[config.mk]
export PLATFORM = sky130hd
export DESIGN_NAME = i2s_tx_serializer_flat
export DESIGN_NICKNAME = d
export VERILOG_FILES = /design/src/rtl/i2s_tx_serializer_if.sv /design/src/rtl/i2s_tx_serializer.sv /design/src/flat_wrapper.sv
export SDC_FILE = /design/constraint.sdc
export NUM_CORES = 1
export LEC_CHECK = 0
export BUFFER_PORTS_ARGS = -buffer_cell sky130_fd_sc_hd__buf_2
export CORE_MARGIN = 1.5
export CORE_UTILIZATION = 37
export DETAILED_ROUTE_END_ITERATION = 10
export GPL_TIMING_DRIVEN = 1
export PLACE_DENSITY = 0.53
export SETUP_SLACK_MARGIN = 0.15
export SYNTH_ARGS = -nofsm -noshare
export SYNTH_HDL_FRONTEND = slang
export SYNTH_SLANG_ARGS = --single-unit
export TNS_END_PERCENT = 10
[constraint.sdc]
create_clock -name clk -period 12.8 [get_ports clk]
set_input_delay 2.56 -clock clk [delete_from_list [all_inputs] [get_ports clk]]
set_output_delay 2.56 -clock clk [all_outputs]
set_load 0.05 [all_outputs]
[src/rtl/i2s_tx_serializer_if.sv]
// ---------------------------------------------------------------------------
// i2s_tx_serializer_if
// Sample-pair handshake between the upstream audio FIFO (master) and the
// I2S transmitter (slave).
//   in_left  [MAX_WIDTH] left sample, right-justified
//   in_right [MAX_WIDTH] right sample, right-justified
//   in_valid             pair valid (master -> slave)
//   in_ready             holding register empty (slave -> master)
// A pair transfers on a clk edge where in_valid & in_ready.
// ---------------------------------------------------------------------------
interface i2s_tx_serializer_if #(
  parameter int MAX_WIDTH = 32
);
  logic [MAX_WIDTH-1:0] in_left;
  logic [MAX_WIDTH-1:0] in_right;
  logic                 in_valid;
  logic                 in_ready;

  modport master (output in_left, output in_right, output in_valid, input in_ready);
  modport slave  (input in_left, input in_right, input in_valid, output in_ready);
endinterface

[src/rtl/i2s_tx_serializer.sv]
// ---------------------------------------------------------------------------
// i2s_tx_serializer
// Stereo I2S / left-justified transmitter. A left/right pair is accepted into
// a one-frame holding register, copied to a shadow register at each frame
// boundary and shifted out MSB-first on sd, with sck and ws generated here.
// Ports:
//   clk, rst_n    system clock (rising edge), async active-low reset
//   enable        1 = stream, 0 = stop at the end of the current frame
//   mode          0 = Philips I2S, 1 = left-justified (latched per frame)
//   sample_size   0:8 1:16 2:24 3:32 bits (latched per frame)
//   in_if         sample-pair handshake (slave side)
//   sck, ws, sd   serial bit clock, word select (1 = right), serial data
//   frame_start   1-clk pulse at each frame boundary
//   underrun      1-clk pulse when a boundary finds the holding register empty
// ---------------------------------------------------------------------------
module i2s_tx_serializer #(
  parameter int MAX_WIDTH  = 32,
  parameter int SLOT_WIDTH = 32,
  parameter int CLK_DIV    = 4
) (
  input  logic                clk,
  input  logic                rst_n,
  input  logic                enable,
  input  logic                mode,
  input  logic [1:0]          sample_size,
  i2s_tx_serializer_if.slave  in_if,
  output logic                sck,
  output logic                ws,
  output logic                sd,
  output logic                frame_start,
  output logic                underrun
);

  localparam int CNT_W = $clog2(2 * SLOT_WIDTH);
  localparam int DIV_W = (CLK_DIV > 1) ? $clog2(CLK_DIV) : 1;
  localparam logic [DIV_W-1:0] DIV_LAST = DIV_W'(CLK_DIV - 1);
  localparam logic [CNT_W-1:0] CNT_LAST = CNT_W'(2 * SLOT_WIDTH - 1);

  typedef enum logic [1:0] {S_IDLE, S_RUN, S_DRAIN} state_e;

  state_e               state_q, state_d;
  logic [DIV_W-1:0]     div_q, div_d;
  logic [CNT_W-1:0]     bit_cnt_q, bit_cnt_d;
  logic                 sck_q, sck_d;
  logic                 ws_q, ws_d;
  logic                 sd_q, sd_d;
  logic                 frame_start_q, frame_start_d;
  logic                 underrun_q, underrun_d;
  logic                 hold_full_q, hold_full_d;
  logic [MAX_WIDTH-1:0] hold_l_q, hold_l_d, hold_r_q, hold_r_d;
  logic [MAX_WIDTH-1:0] shadow_l_q, shadow_l_d, shadow_r_q, shadow_r_d;
  logic [1:0]           size_q, size_d;
  logic                 mode_q, mode_d;
  logic                 prev_lsb_q, prev_lsb_d;
  logic                 boundary, from_idle, accept;

  // Effective sample size: nominal size clamped to the port and slot widths.
  function automatic int eff_n(input logic [1:0] s);
    int n;
    n = (int'(s) + 1) * 8;
    if (n > MAX_WIDTH)  n = MAX_WIDTH;
    if (n > SLOT_WIDTH) n = SLOT_WIDTH;
    return n;
  endfunction

  // Serial data bit for a given frame position. In I2S mode a full-slot
  // sample spills its LSB into p=0 of the following slot; for the left slot
  // that LSB belongs to the previous frame's right sample (prev_lsb).
  function automatic logic sd_bit(input logic [CNT_W-1:0]     cnt,
                                  input logic [MAX_WIDTH-1:0] l,
                                  input logic [MAX_WIDTH-1:0] r,
                                  input int                   n,
                                  input logic                 lj,
                                  input logic                 prev_lsb);
    int                   p;
    int                   idx;
    logic                 ch;
    logic                 b;
    logic [MAX_WIDTH-1:0] w;
    p   = int'(cnt) % SLOT_WIDTH;
    ch  = (int'(cnt) >= SLOT_WIDTH);
    w   = ch ? r : l;
    idx = -1;
    b   = 1'b0;
    if (lj) begin
      if (p < n) idx = n - 1 - p;
    end else if (p >= 1 && p <= n) begin
      idx = n - p;
    end else if (p == 0 && n == SLOT_WIDTH) begin
      b = ch ? l[0] : prev_lsb;
    end
    if (idx >= 0) begin
      w = w >> idx;
      b = w[0];
    end
    return b;
  endfunction

  assign accept         = in_if.in_valid & ~hold_full_q;
  assign in_if.in_ready = ~hold_full_q;

  // Timing FSM: divider, sck, bit counter and frame boundaries.
  always_comb begin
    // NOTE: every signal gets a default before the case so no path leaves it unassigned (no latches).
    state_d   = state_q;
    div_d     = div_q;
    sck_d     = sck_q;
    bit_cnt_d = bit_cnt_q;
    boundary  = 1'b0;
    from_idle = 1'b0;
    case (state_q)
      S_IDLE: begin
        div_d     = '0;
        sck_d     = 1'b0;
        bit_cnt_d = '0;
        if (enable) begin
          state_d   = S_RUN;
          boundary  = 1'b1;
          from_idle = 1'b1;
        end
      end
      default: begin
        if (state_q == S_RUN && !enable)        state_d = S_DRAIN;
        else if (state_q == S_DRAIN && enable)  state_d = S_RUN;
        if (div_q == DIV_LAST) begin
          div_d = '0;
          sck_d = ~sck_q;
          if (sck_q) begin
            if (bit_cnt_q == CNT_LAST) begin
              bit_cnt_d = '0;
              // A drain re-enabled by the last bit still rolls into a new frame.
              if (state_q == S_RUN || enable) boundary = 1'b1;
              else                            state_d  = S_IDLE;
            end else begin
              bit_cnt_d = bit_cnt_q + 1'b1;
            end
          end
        end else begin
          div_d = div_q + 1'b1;
        end
      end
    endcase
  end

  // Datapath: holding/shadow registers and registered serial outputs.
  always_comb begin
    hold_full_d   = hold_full_q;
    hold_l_d      = hold_l_q;
    hold_r_d      = hold_r_q;
    shadow_l_d    = shadow_l_q;
    shadow_r_d    = shadow_r_q;
    size_d        = size_q;
    mode_d        = mode_q;
    prev_lsb_d    = prev_lsb_q;
    frame_start_d = 1'b0;
    underrun_d    = 1'b0;
    if (boundary) begin
      frame_start_d = 1'b1;
      size_d        = sample_size;
      mode_d        = mode;
      prev_lsb_d    = (!from_idle && !mode_q && eff_n(size_q) == SLOT_WIDTH) ? shadow_r_q[0] : 1'b0;
      if (hold_full_q) begin
        shadow_l_d  = hold_l_q;
        shadow_r_d  = hold_r_q;
        hold_full_d = 1'b0;
      end else begin
        shadow_l_d  = '0;
        shadow_r_d  = '0;
        underrun_d  = 1'b1;
      end
    end
    // Accept only happens while empty, so a same-clk load has already taken the old contents.
    if (accept) begin
      hold_l_d    = in_if.in_left;
      hold_r_d    = in_if.in_right;
      hold_full_d = 1'b1;
    end
    // Next-state inputs only move on sck falling edges or frame entry, so ws/sd do too.
    ws_d = (state_d != S_IDLE) && (int'(bit_cnt_d) >= SLOT_WIDTH);
    sd_d = (state_d != S_IDLE) &&
           sd_bit(bit_cnt_d, shadow_l_d, shadow_r_d, eff_n(size_d), mode_d, prev_lsb_d);
  end

  // NOTE: sample data registers are reset too, so an aborted frame leaves no stale audio to replay.
  always_ff @(posedge clk or negedge rst_n) begin
    if (!rst_n) begin
      state_q       <= S_IDLE;
      div_q         <= '0;
      bit_cnt_q     <= '0;
      sck_q         <= 1'b0;
      ws_q          <= 1'b0;
      sd_q          <= 1'b0;
      frame_start_q <= 1'b0;
      underrun_q    <= 1'b0;
      hold_full_q   <= 1'b0;
      hold_l_q      <= '0;
      hold_r_q      <= '0;
      shadow_l_q    <= '0;
      shadow_r_q    <= '0;
      size_q        <= '0;
      mode_q        <= 1'b0;
      prev_lsb_q    <= 1'b0;
    end else begin
      // NOTE: non-blocking assignments so every register samples pre-edge values.
      state_q       <= state_d;
      div_q         <= div_d;
      bit_cnt_q     <= bit_cnt_d;
      sck_q         <= sck_d;
      ws_q          <= ws_d;
      sd_q          <= sd_d;
      frame_start_q <= frame_start_d;
      underrun_q    <= underrun_d;
      hold_full_q   <= hold_full_d;
      hold_l_q      <= hold_l_d;
      hold_r_q      <= hold_r_d;
      shadow_l_q    <= shadow_l_d;
      shadow_r_q    <= shadow_r_d;
      size_q        <= size_d;
      mode_q        <= mode_d;
      prev_lsb_q    <= prev_lsb_d;
    end
  end

  assign sck         = sck_q;
  assign ws          = ws_q;
  assign sd          = sd_q;
  assign frame_start = frame_start_q;
  assign underrun    = underrun_q;

endmodule
[src/flat_wrapper.sv]
// flat-port wrapper written by rule: the top's interface ports become plain ports
module i2s_tx_serializer_flat 
#(
  parameter int MAX_WIDTH  = 32,
  parameter int SLOT_WIDTH = 32,
  parameter int CLK_DIV    = 4
)
  (clk, rst_n, enable, mode, sample_size, sck, ws, sd, frame_start, underrun, in_if_in_left, in_if_in_right, in_if_in_valid, in_if_in_ready);
  i2s_tx_serializer_if #(.MAX_WIDTH(MAX_WIDTH)) in_if_i ();
  input  logic clk;
  input  logic rst_n;
  input  logic enable;
  input  logic mode;
  input  logic [1:0] sample_size;
  output logic sck;
  output logic ws;
  output logic sd;
  output logic frame_start;
  output logic underrun;
  input wire logic [$bits(in_if_i.in_left)-1:0] in_if_in_left;
  input wire logic [$bits(in_if_i.in_right)-1:0] in_if_in_right;
  input wire logic [$bits(in_if_i.in_valid)-1:0] in_if_in_valid;
  output wire logic [$bits(in_if_i.in_ready)-1:0] in_if_in_ready;
  assign in_if_i.in_left = in_if_in_left;
  assign in_if_i.in_right = in_if_in_right;
  assign in_if_i.in_valid = in_if_in_valid;
  assign in_if_in_ready = in_if_i.in_ready;
  i2s_tx_serializer #(.MAX_WIDTH(MAX_WIDTH), .SLOT_WIDTH(SLOT_WIDTH), .CLK_DIV(CLK_DIV)) u_core (.clk(clk), .rst_n(rst_n), .enable(enable), .mode(mode), .sample_size(sample_size), .in_if(in_if_i), .sck(sck), .ws(ws), .sd(sd), .frame_start(frame_start), .underrun(underrun));
endmodule
==> results of run 1 <==
==> registers in the layout (all words and copies together) (netlist names) <==
signal / flops
u_core.underrun: 1
u_core.hold_r_q: 32
u_core.hold_l_q: 32
u_core.prev_lsb_q: 1
u_core.shadow_r_q: 32
u_core.sck: 1
u_core.shadow_l_q: 32
u_core.frame_start: 1
u_core.ws: 1
u_core.bit_cnt_q: 6
u_core.state_q: 2
u_core.hold_full_q: 1
u_core.div_q: 2
u_core.size_q: 2
u_core.sd: 1
u_core.mode_q: 1
==> stage by stage <==
step,utilization (%),power (mW),cells,setup slack [ns]
after global placement,40.5,1.93,991,4.95
final,43.4,2.45,1023,5.01
after CTS,43.4,2.47,1023,5.12
after floorplan,-,1.70,692,5.72
after global routing,43.4,2.63,1023,4.62
after detailed placement,40.5,1.96,991,4.72
==> area by class of cell <==
| cell class | instances | area share, % |
|---|---|---|
| Timing Repair Buffer | 83 | 5.18 |
| Clock inverter | 12 | 1.52 |
| Clock buffer | 20 | 5.27 |
| Sequential cell | 148 | 43.7 |
| Tap cell | 265 | 3.91 |
| Multi-Input combinational cell | 461 | 38.9 |
| Inverter | 34 | 1.53 |
==> kinds of logic (layout without fill, tap and decap cells) <==
family          Yosys count  count (layout)  synth area share, %
compound gates          175             175                 17.4
flops                   148             148                 50.1
simple gates            189             189                 11.8
fa+ha+maj                10              10                 1.90
buf+inv                  83             149                 5.40
mux                      84              84                 13.0
xor+xnor                  3               3                0.356
==> worst max-delay path, cell delays in order <==
cell and delay [ns]:
sky130_fd_sc_hd__buf_2 0.15, sky130_fd_sc_hd__mux2_2 0.31, sky130_fd_sc_hd__a31oi_4 0.14, sky130_fd_sc_hd__buf_4 0.62
sky130_fd_sc_hd__inv_1 0.24, sky130_fd_sc_hd__nor2_1 0.15, sky130_fd_sc_hd__a21o_1 0.13, sky130_fd_sc_hd__inv_1 0.08
sky130_fd_sc_hd__fa_1 0.48, sky130_fd_sc_hd__nor3b_1 0.41, sky130_fd_sc_hd__o211ai_1 0.19, sky130_fd_sc_hd__o22ai_2 0.20
sky130_fd_sc_hd__o31ai_1 0.21, sky130_fd_sc_hd__o31ai_1 1.04, sky130_fd_sc_hd__nor3_1 0.19, sky130_fd_sc_hd__o211ai_2 0.21
sky130_fd_sc_hd__o311ai_1 0.11, sky130_fd_sc_hd__a2111o_1 0.37, sky130_fd_sc_hd__o31ai_2 0.23
==> layout by cell type, fill, tap and decap left out, drive strengths merged, types with 3 or more instances in the layout <==
cell      count
o211ai        6
clkbuf       20
mux2         66
o22ai         6
a31oi        11
a22oi        17
nor3         20
clkinvlp      3
nand2        84
and3          5
clkinv        5
a21o          5
o311ai        3
nand4         6
a21oi        18
nand3        11
o31ai         4
xnor2         3
o221ai        3
buf          83
o2111ai       5
a211oi        6
dfrtp       148
mux2i        16
and2          6
nor2         37
inv          36
o21ai        44
a22o         28
ha            8
==> metal layers <==
metal / vias to the layer above / wire [um]
met5: - / 0
met4: 0 / 329
met3: 28 / 725
met2: 143 / 8470
met1: 2724 / 8490
li1: 2612 / -
==> cells in the mapped netlist, types with 6 or more instances <==
| cell type | count |
|---|---|
| sky130_fd_sc_hd__ha_1 | 8 |
| sky130_fd_sc_hd__a21oi_1 | 17 |
| sky130_fd_sc_hd__nand2_1 | 84 |
| sky130_fd_sc_hd__nand3_1 | 11 |
| sky130_fd_sc_hd__a211oi_1 | 6 |
| sky130_fd_sc_hd__a22oi_1 | 17 |
| sky130_fd_sc_hd__dfrtp_1 | 148 |
| sky130_fd_sc_hd__inv_1 | 32 |
| sky130_fd_sc_hd__o21ai_0 | 44 |
| sky130_fd_sc_hd__nor2_1 | 37 |
| sky130_fd_sc_hd__nor3_1 | 20 |
| sky130_fd_sc_hd__buf_6 | 8 |
| sky130_fd_sc_hd__a31oi_1 | 10 |
| sky130_fd_sc_hd__buf_2 | 14 |
| sky130_fd_sc_hd__and2_1 | 6 |
| sky130_fd_sc_hd__clkbuf_1 | 21 |
| sky130_fd_sc_hd__mux2i_1 | 15 |
| sky130_fd_sc_hd__mux2_2 | 66 |
| sky130_fd_sc_hd__a22o_1 | 28 |
==> path summary, 6_finish.rpt <==
path / from / to / slack [ns] / depth (start not counted)
worst max register to register: u_core.div_q[0] / u_core.sd / 6.48 / 19
worst min-delay path: u_core.div_q[0] / u_core.div_q[0] / 0.45 / 1
worst max-delay path: enable / u_core.sd / 5.01 / 19
max in group asynchronous: rst_n / u_core.shadow_r_q[3] / 9.22 / 2
worst min register to register: u_core.div_q[0] / u_core.div_q[0] / 0.45 / 1
min in group asynchronous: rst_n / u_core.hold_r_q[28] / 2.11 / 1
==> report_power, final <==
group | leakage, nW | internal [mW] | switching, mW
registers | 1.84 | 0.670 | 0.114
logic | 1.79 | 0.485 | 0.690
clock network | 0.277 | 0.292 | 0.198
total | 3.90 | 1.45 | 1.00
==> impl.org, run 1 <==
** Synth
- The synthesized design contains 0 enable-type register cells.
- Of the synthesized area, sequential elements account for 50.1%.
- Counting flops and latches in the post-synthesis netlist gives 148.
- Number of standard cells after synthesis :: 692
- Syn Area/Cell :: 10.7 um^2
- Summed over its instances, the top area cell type makes up between 50 and 60% of the synthesized netlist area.
- Number of distinct library cells after synthesis :: 74
- Commonest register cell after synthesis :: sky130_fd_sc_hd__dfrtp_1
- Post-Synthesis Cell Area :: ~0.0074 mm^2
- After synthesis, the share of flip-flops with an asynchronous set or reset is 100%.
- Net count of the mapped netlist :: approximately 770
- Main area contributors after synthesis :: sky130_fd_sc_hd__dfrtp_1 (50%), sky130_fd_sc_hd__mux2_2 (10%), sky130_fd_sc_hd__nand2_1 (4.3%)
- Ys Warns :: 0
- Top cell type by total area after synthesis :: sky130_fd_sc_hd__dfrtp_1

** GRT
- Most used routing layer :: met2
- Largest net degree at the start of global routing :: 90
- Overflow left after global routing :: 0
- Initial antenna violation count :: 0
- For this run, global-route usage on met2 was measured as 28.8%.
- Global routing usage on met1 :: 25.0%
- The first global-routing pass estimated ~30,000 um of wire.
- The via count of the first global-routing pass came to 5,536.
- For this run, the total global-route usage over all layers was measured as 18.3%.
- Met3 demand-to-capacity share in global routing :: 3.91%

** Drt
- Final WL :: 18,000 um
- The count of nets left with antenna violations once routing finished came out at 0.
- In the final routed layout, each cell accounts on average for about 18 um.
- After detailed routing, the number of remaining DRC violations is 0.
- The pre-antenna-repair detailed-routing pass consisted of 5 iterations.
- The routed layout has 5,507 vias.
- For this block, the initial DRC count from the detailed router was 439.
- Via density per instance :: about 5.4

** CTS
- The later pin in the worst-skew pair is clocked with a latency of 0.43 ns.
- In this run the post-CTS setup repair buffer count came out at 0.
- Clock buffers created by TritonCTS :: 17
- H-tree depth reported by CTS :: 4
- Maximum root-to-sink buffer count :: 2
- CTS Hold Bufs :: 0
- Clock-pin slew was measured on the worst setup and hold paths at 0.06 ns.
- Clock tree synthesis found a total of approximately 150 sinks.
- Resized cells post-CTS :: 0
- TritonCTS built the clock tree.
- The tree is rooted in a sky130_fd_sc_hd__clkbuf_16.

** Floorplanning
- Area of the placeable core :: 0.0195 mm^2
- Die outline width :: ~140 um
- I/O pin count :: 77
- Area of the die :: 0.0208 mm^2
- For this configuration, the core starts out at a cell density of a little under two fifths.
- DIE HEIGHT :: around 140 um
- After floorplanning, the core was divided into 51 placement rows.

** Power
- PD cells :: between 200 and 300 mW/mm^2
- Leak Pwr :: slightly below 4 nW
- Maximum VDD drop :: 0.166 mV

** Placement
- Post-place instance area :: 0.00791 mm^2
- Final HPWL DP :: 12,800 um
- The congestion estimate from routability-driven global placement came to 0.865.
- During placement, the flow inserted port buffers numbering between 70 and 80.

** STA
- Period minus WS final :: 7.79 ns
- Setup violators final :: 0
- Post-route fraction of the period consumed by the critical path :: just over 60%
- RSZ-0062 raised after global routing :: false
- Worst hold margin :: about 0.45 ns
- Final hold violations :: 0
- Max-slew headroom at the worst pin :: about 16%
- Setup Total Neg Slack :: 0 ns
- The max-slew violation count was 0.
- Between clock sinks in the finished design, the worst skew comes to about 0.014 ns.
- Fmax :: roughly 130 MHz
- At the pin with the least slew margin, the transition time is roughly 1.2 ns.

** Setup path
- Maximum fanout along the worst path :: a little under 90
- Arrival time at the worst endpoint :: roughly 8.1 ns
- Setup Crit Path Kind :: in -> reg
- Worst setup EP type :: flip-flop
- Required time worst endpoint :: 13.13 ns
- STA classifies the critical path startpoint as a primary input.

** Run
- The tool flagged a number of max-cap violations equal to 0.

** Layout
- N_diodes :: 0
- In the final layout, the share of cells above drive strength 1 is a little over a quarter.
- Final instance area :: roughly 0.0085 mm^2
- Compared with the post-synthesis result, the final layout area differs by 14.8%.
- The sequential cells in the finished layout cover a total of between 0.003 and 0.004 mm^2.
- At the end of the flow, the number of nets in the layout was around 830.
- Summing all multi-input logic gate instances after layout gives 0.00330 mm^2.
- The filler cells instantiated in the layout total about 1,900.

** Hold path
- The worst hold path belongs to the class reg -> reg.

** Outcome
- The run finished with clean final reports.
No activity file was read; power rests on OpenSTA's default activity.
==> inputs of run 2 (changes only) <==
Settings changed: PLACE_DENSITY 0.53 to 0.55.
Clock period 12.8 ns to 6.55 ns, I/O delays scaled along.
==> impl.org, run 2 (same netlist as run 1, synthesis figures left out) <==
** GRT
- The number of antenna violations at the first check in global routing was 0 (unchanged).
- Vias in the first global route :: 5,773 (+4.3%)
- Wire length of the first global-routing pass :: 29,800 um (+2.1%)
- The global-route total usage across every layer was 18.6% (+0.30 points).
- The total global routing overflow is 0 (unchanged).
- The maximum number of pins on one net before global-route repair is 95 (+5.6%).

** Setup path
- STA classifies the critical path endpoint as a flip-flop.
- Setup slack of the worst register-to-register path :: 1.25 ns (-5.23 ns)
- The data arrival time of the critical path was 5.82 ns (-2.30 ns).
- Maximum cell stage delay along the critical path :: 0.45 ns (-0.59 ns)
- The critical path goes through buf_2 > nor3b_1 > a31oi_4 > inv_1 > nor2_1 > a21o_1 > inv_1 > fa_1 > nor3b_1 > o211ai_1 > o22ai_2 > o311a_2 > a21o_1 > mux4_2 > nor2_1 > o211ai_2 > o311ai_1 > a2111o_1 > o31ai_2.
- Setup Crit Path Kind :: in -> reg
- The maximum fanout along the worst path came to 13 (-85%).
- Required time worst endpoint :: 6.87 ns (-6.26 ns)
- The worst setup path is launched from a primary input.
- Among all stages on the critical path, the largest delay is contributed by sky130_fd_sc_hd__fa_1.

** Placement
- The number of cells in the design after placement came to 993 (+0.20%).
- The HPWL reported at the end of detailed placement is 12,900 um (+0.46%).
- GP Congestion :: 0.928 (+7.3%)
- Count of input and output buffers :: 76 (unchanged)

** STA
- RSZ-0062 raised after global routing :: false
- Static timing analysis puts the maximum clock frequency at between 150 and 200 MHz.
- The summed negative setup slack over all endpoints was 0 ns (unchanged).
- The count of endpoints failing setup in the final report was 0 (unchanged).
- Actual slew at the worst max-slew pin :: 0.877 ns (-0.372 ns)
- Final hold violations :: 0 (unchanged)
- Max-slew headroom at the worst pin :: 41.5% (+26 points)
- Number of max-slew violations in the final report :: 0 (unchanged)
- Worst setup skew after layout :: 0.00867 ns (-0.00518 ns)
- Of the available clock period, the critical path in the final layout requires about 84%.
- The worst path in the final design needs a cycle of roughly 5.5 ns, including I/O delays and setup.

** CTS
- The CTS H-tree depth is 4 (unchanged).
- TritonCTS clock tree :: done
- The number of buffers added by the clock tree synthesis step is 17 (unchanged).
- Maximum root-to-sink buffer count :: 2 (unchanged)
- The insertion delay to the later sink of the worst-skew pair was 0.42 ns (about the same).
- Resized cells post-CTS :: 0 (unchanged)
- The clock slew at the register clock pins of the worst setup and hold paths was 0.06 ns (about the same).
- Post-CTS Setup Repair Bufs :: 0 (unchanged)
- CTS Hold Bufs :: 0 (unchanged)
- Clock tree synthesis selected as its root buffer the cell sky130_fd_sc_hd__clkbuf_16.
- The number of clock sinks seen by CTS is 148 (unchanged).

** Drt
- Remaining routing DRC violations :: 0 (unchanged)
- Initial DRC count :: 418 (-4.8%)
- WL/cell :: 17.7 um (+0.70%)
- Final WL :: 18,200 um (+0.90%)
- Antenna Violating Nets Remaining :: 0 (unchanged)
- Count of TritonRoute iterations in the first routing pass :: 5 (unchanged)
- The ratio of routed vias to standard cells came to 5.49 (+1.9%).
- The total number of vias was 5,623 (+2.1%).

** Layout
- Final Net Count :: 828 (+0.24%)
- Final Core Density :: 43.5% (+0.058 points)
- Relative to the synthesized area, the layout overhead comes to 15.0%.
- Multi-input gate area in the final layout :: 0.00330 mm^2 (unchanged)
- The flip-flop and latch area is 0.00370 mm^2 (unchanged).
- The number of fill cells is 1,927 (-0.26%).
- Proportion of layout cells with a drive suffix above 1 :: 26.3% (-0.069 points)
- The final cell count without fillers came to 1,025 (+0.20%).
- Leaving out fill and tap cells, the most frequent cell in the layout is sky130_fd_sc_hd__dfrtp_1.
- The diode insertion count for antenna repair came to 0 (unchanged).
- Commonest cells after routing, fill and taps aside :: sky130_fd_sc_hd__dfrtp_1 (148), sky130_fd_sc_hd__nand2_1 (84), sky130_fd_sc_hd__buf_2 (75)

** Floorplanning
- The height of the die came to 144 um (unchanged).
- The starting utilization of the core area was 37.8% (unchanged).
- The I/O pin total is 77 (unchanged).
- The chip width was 144 um (unchanged).
- The die footprint was 0.0208 mm^2 (unchanged).
- Cell row count :: 51 (unchanged)
- Area of the placeable core :: 0.0195 mm^2 (unchanged)

** Outcome
- Run status :: completed

** Power
- Switching share of power :: 40.8% (-0.15 points)
- Internal Power :: 2.85 mW (+97%)
- Switching power total :: 1.96 mW (+96%)
- Logic gate share of total power :: 48.5% (+0.5 points)
- PD cells :: 566 mW/mm^2 (+96%)
- Part of the power in the clock network :: 19.6% (-0.4 points)
- Leak Pwr :: 3.91 nW (+0.25%)
- The largest voltage drop on the vdd net is 0.275 mV (+65%).
- The proportion of power drawn by flip-flops and latches is 31.9% (about the same).

** Run
- The number of max-capacitance violations reported is 0 (unchanged).

** Hold path
- Worst min-delay path class :: reg -> reg
==> run 2: cell count changes in the layout (fill, tap and decap cells not counted), sizes merged <==
cell      before  now
clkbuf        20   23
buf           83   85
inv           36   34
clkinvlp       3    2
==> run 2: path summary, 6_finish.rpt <==
path / start / end / cells after the start
worst max register to register: u_core.bit_cnt_q[1] / u_core.sd / 19
worst max-delay path: enable / u_core.sd / 19
worst min register to register: u_core.div_q[0] / u_core.div_q[0] / 1
worst min-delay path: u_core.div_q[0] / u_core.div_q[0] / 1
max in group asynchronous: rst_n / u_core.hold_r_q[13] / 2
min in group asynchronous: rst_n / u_core.sck / 1
==> run 2: cell type report <==
class	count	share of cell area, %
sequential	148	43.6
multi-input combinational	461	38.9
clock buffer	23	5.51
timing repair buffer	85	5.35
tap	265	3.90
inverter	34	1.53
clock inverter	9	1.22
==> run 2: critical path, delay by kind of cell <==
family	cells	cell delay, ns
buffers and inverters	3	0.42
muxes	1	0.31
and+or+nand+nor	4	0.90
AOI/OAI and AO/OA	10	2.42
adders and majority gates	1	0.45
==> run 2: metrics by stage <==
| stage | hold slack [ns] | instance area [um^2] | power (mW) | setup slack (ns) |
|---|---|---|---|---|
| 6_report | 0.439 | 8490 | 4.81 | 1.04 |
| 4_1_cts | 0.443 | 8490 | 4.82 | 1.08 |
| 3_3_place_gp | 0.429 | 7920 | 3.76 | 0.860 |
| 5_1_grt | 0.453 | 8490 | 5.17 | 0.724 |
| 2_1_floorplan | 0.415 | 7390 | 3.32 | 0.721 |
| 3_5_place_dp | 0.432 | 7920 | 3.86 | 0.645 |
==> run 2: routing by layer <==
layer	GRT usage (%)	part of all wire, %	vias to the layer above
met5	0	0	-
met2	29.5	48	176
li1	-	-	2627
met3	3.48	4.6	32
met4	7.60	2.0	0
met1	25.1	46	2788
==> run 2: power by group through the flow <==
stage / clock, mW / sequential [mW] / combinational (mW)
after global routing: 1.00 / 1.58 / 2.58
after detailed placement: 0 / 1.55 / 2.31
after floorplan: 0 / 1.46 / 1.86
after global placement: 0 / 1.54 / 2.23
final: 0.942 / 1.53 / 2.33
after CTS: 0.966 / 1.54 / 2.32
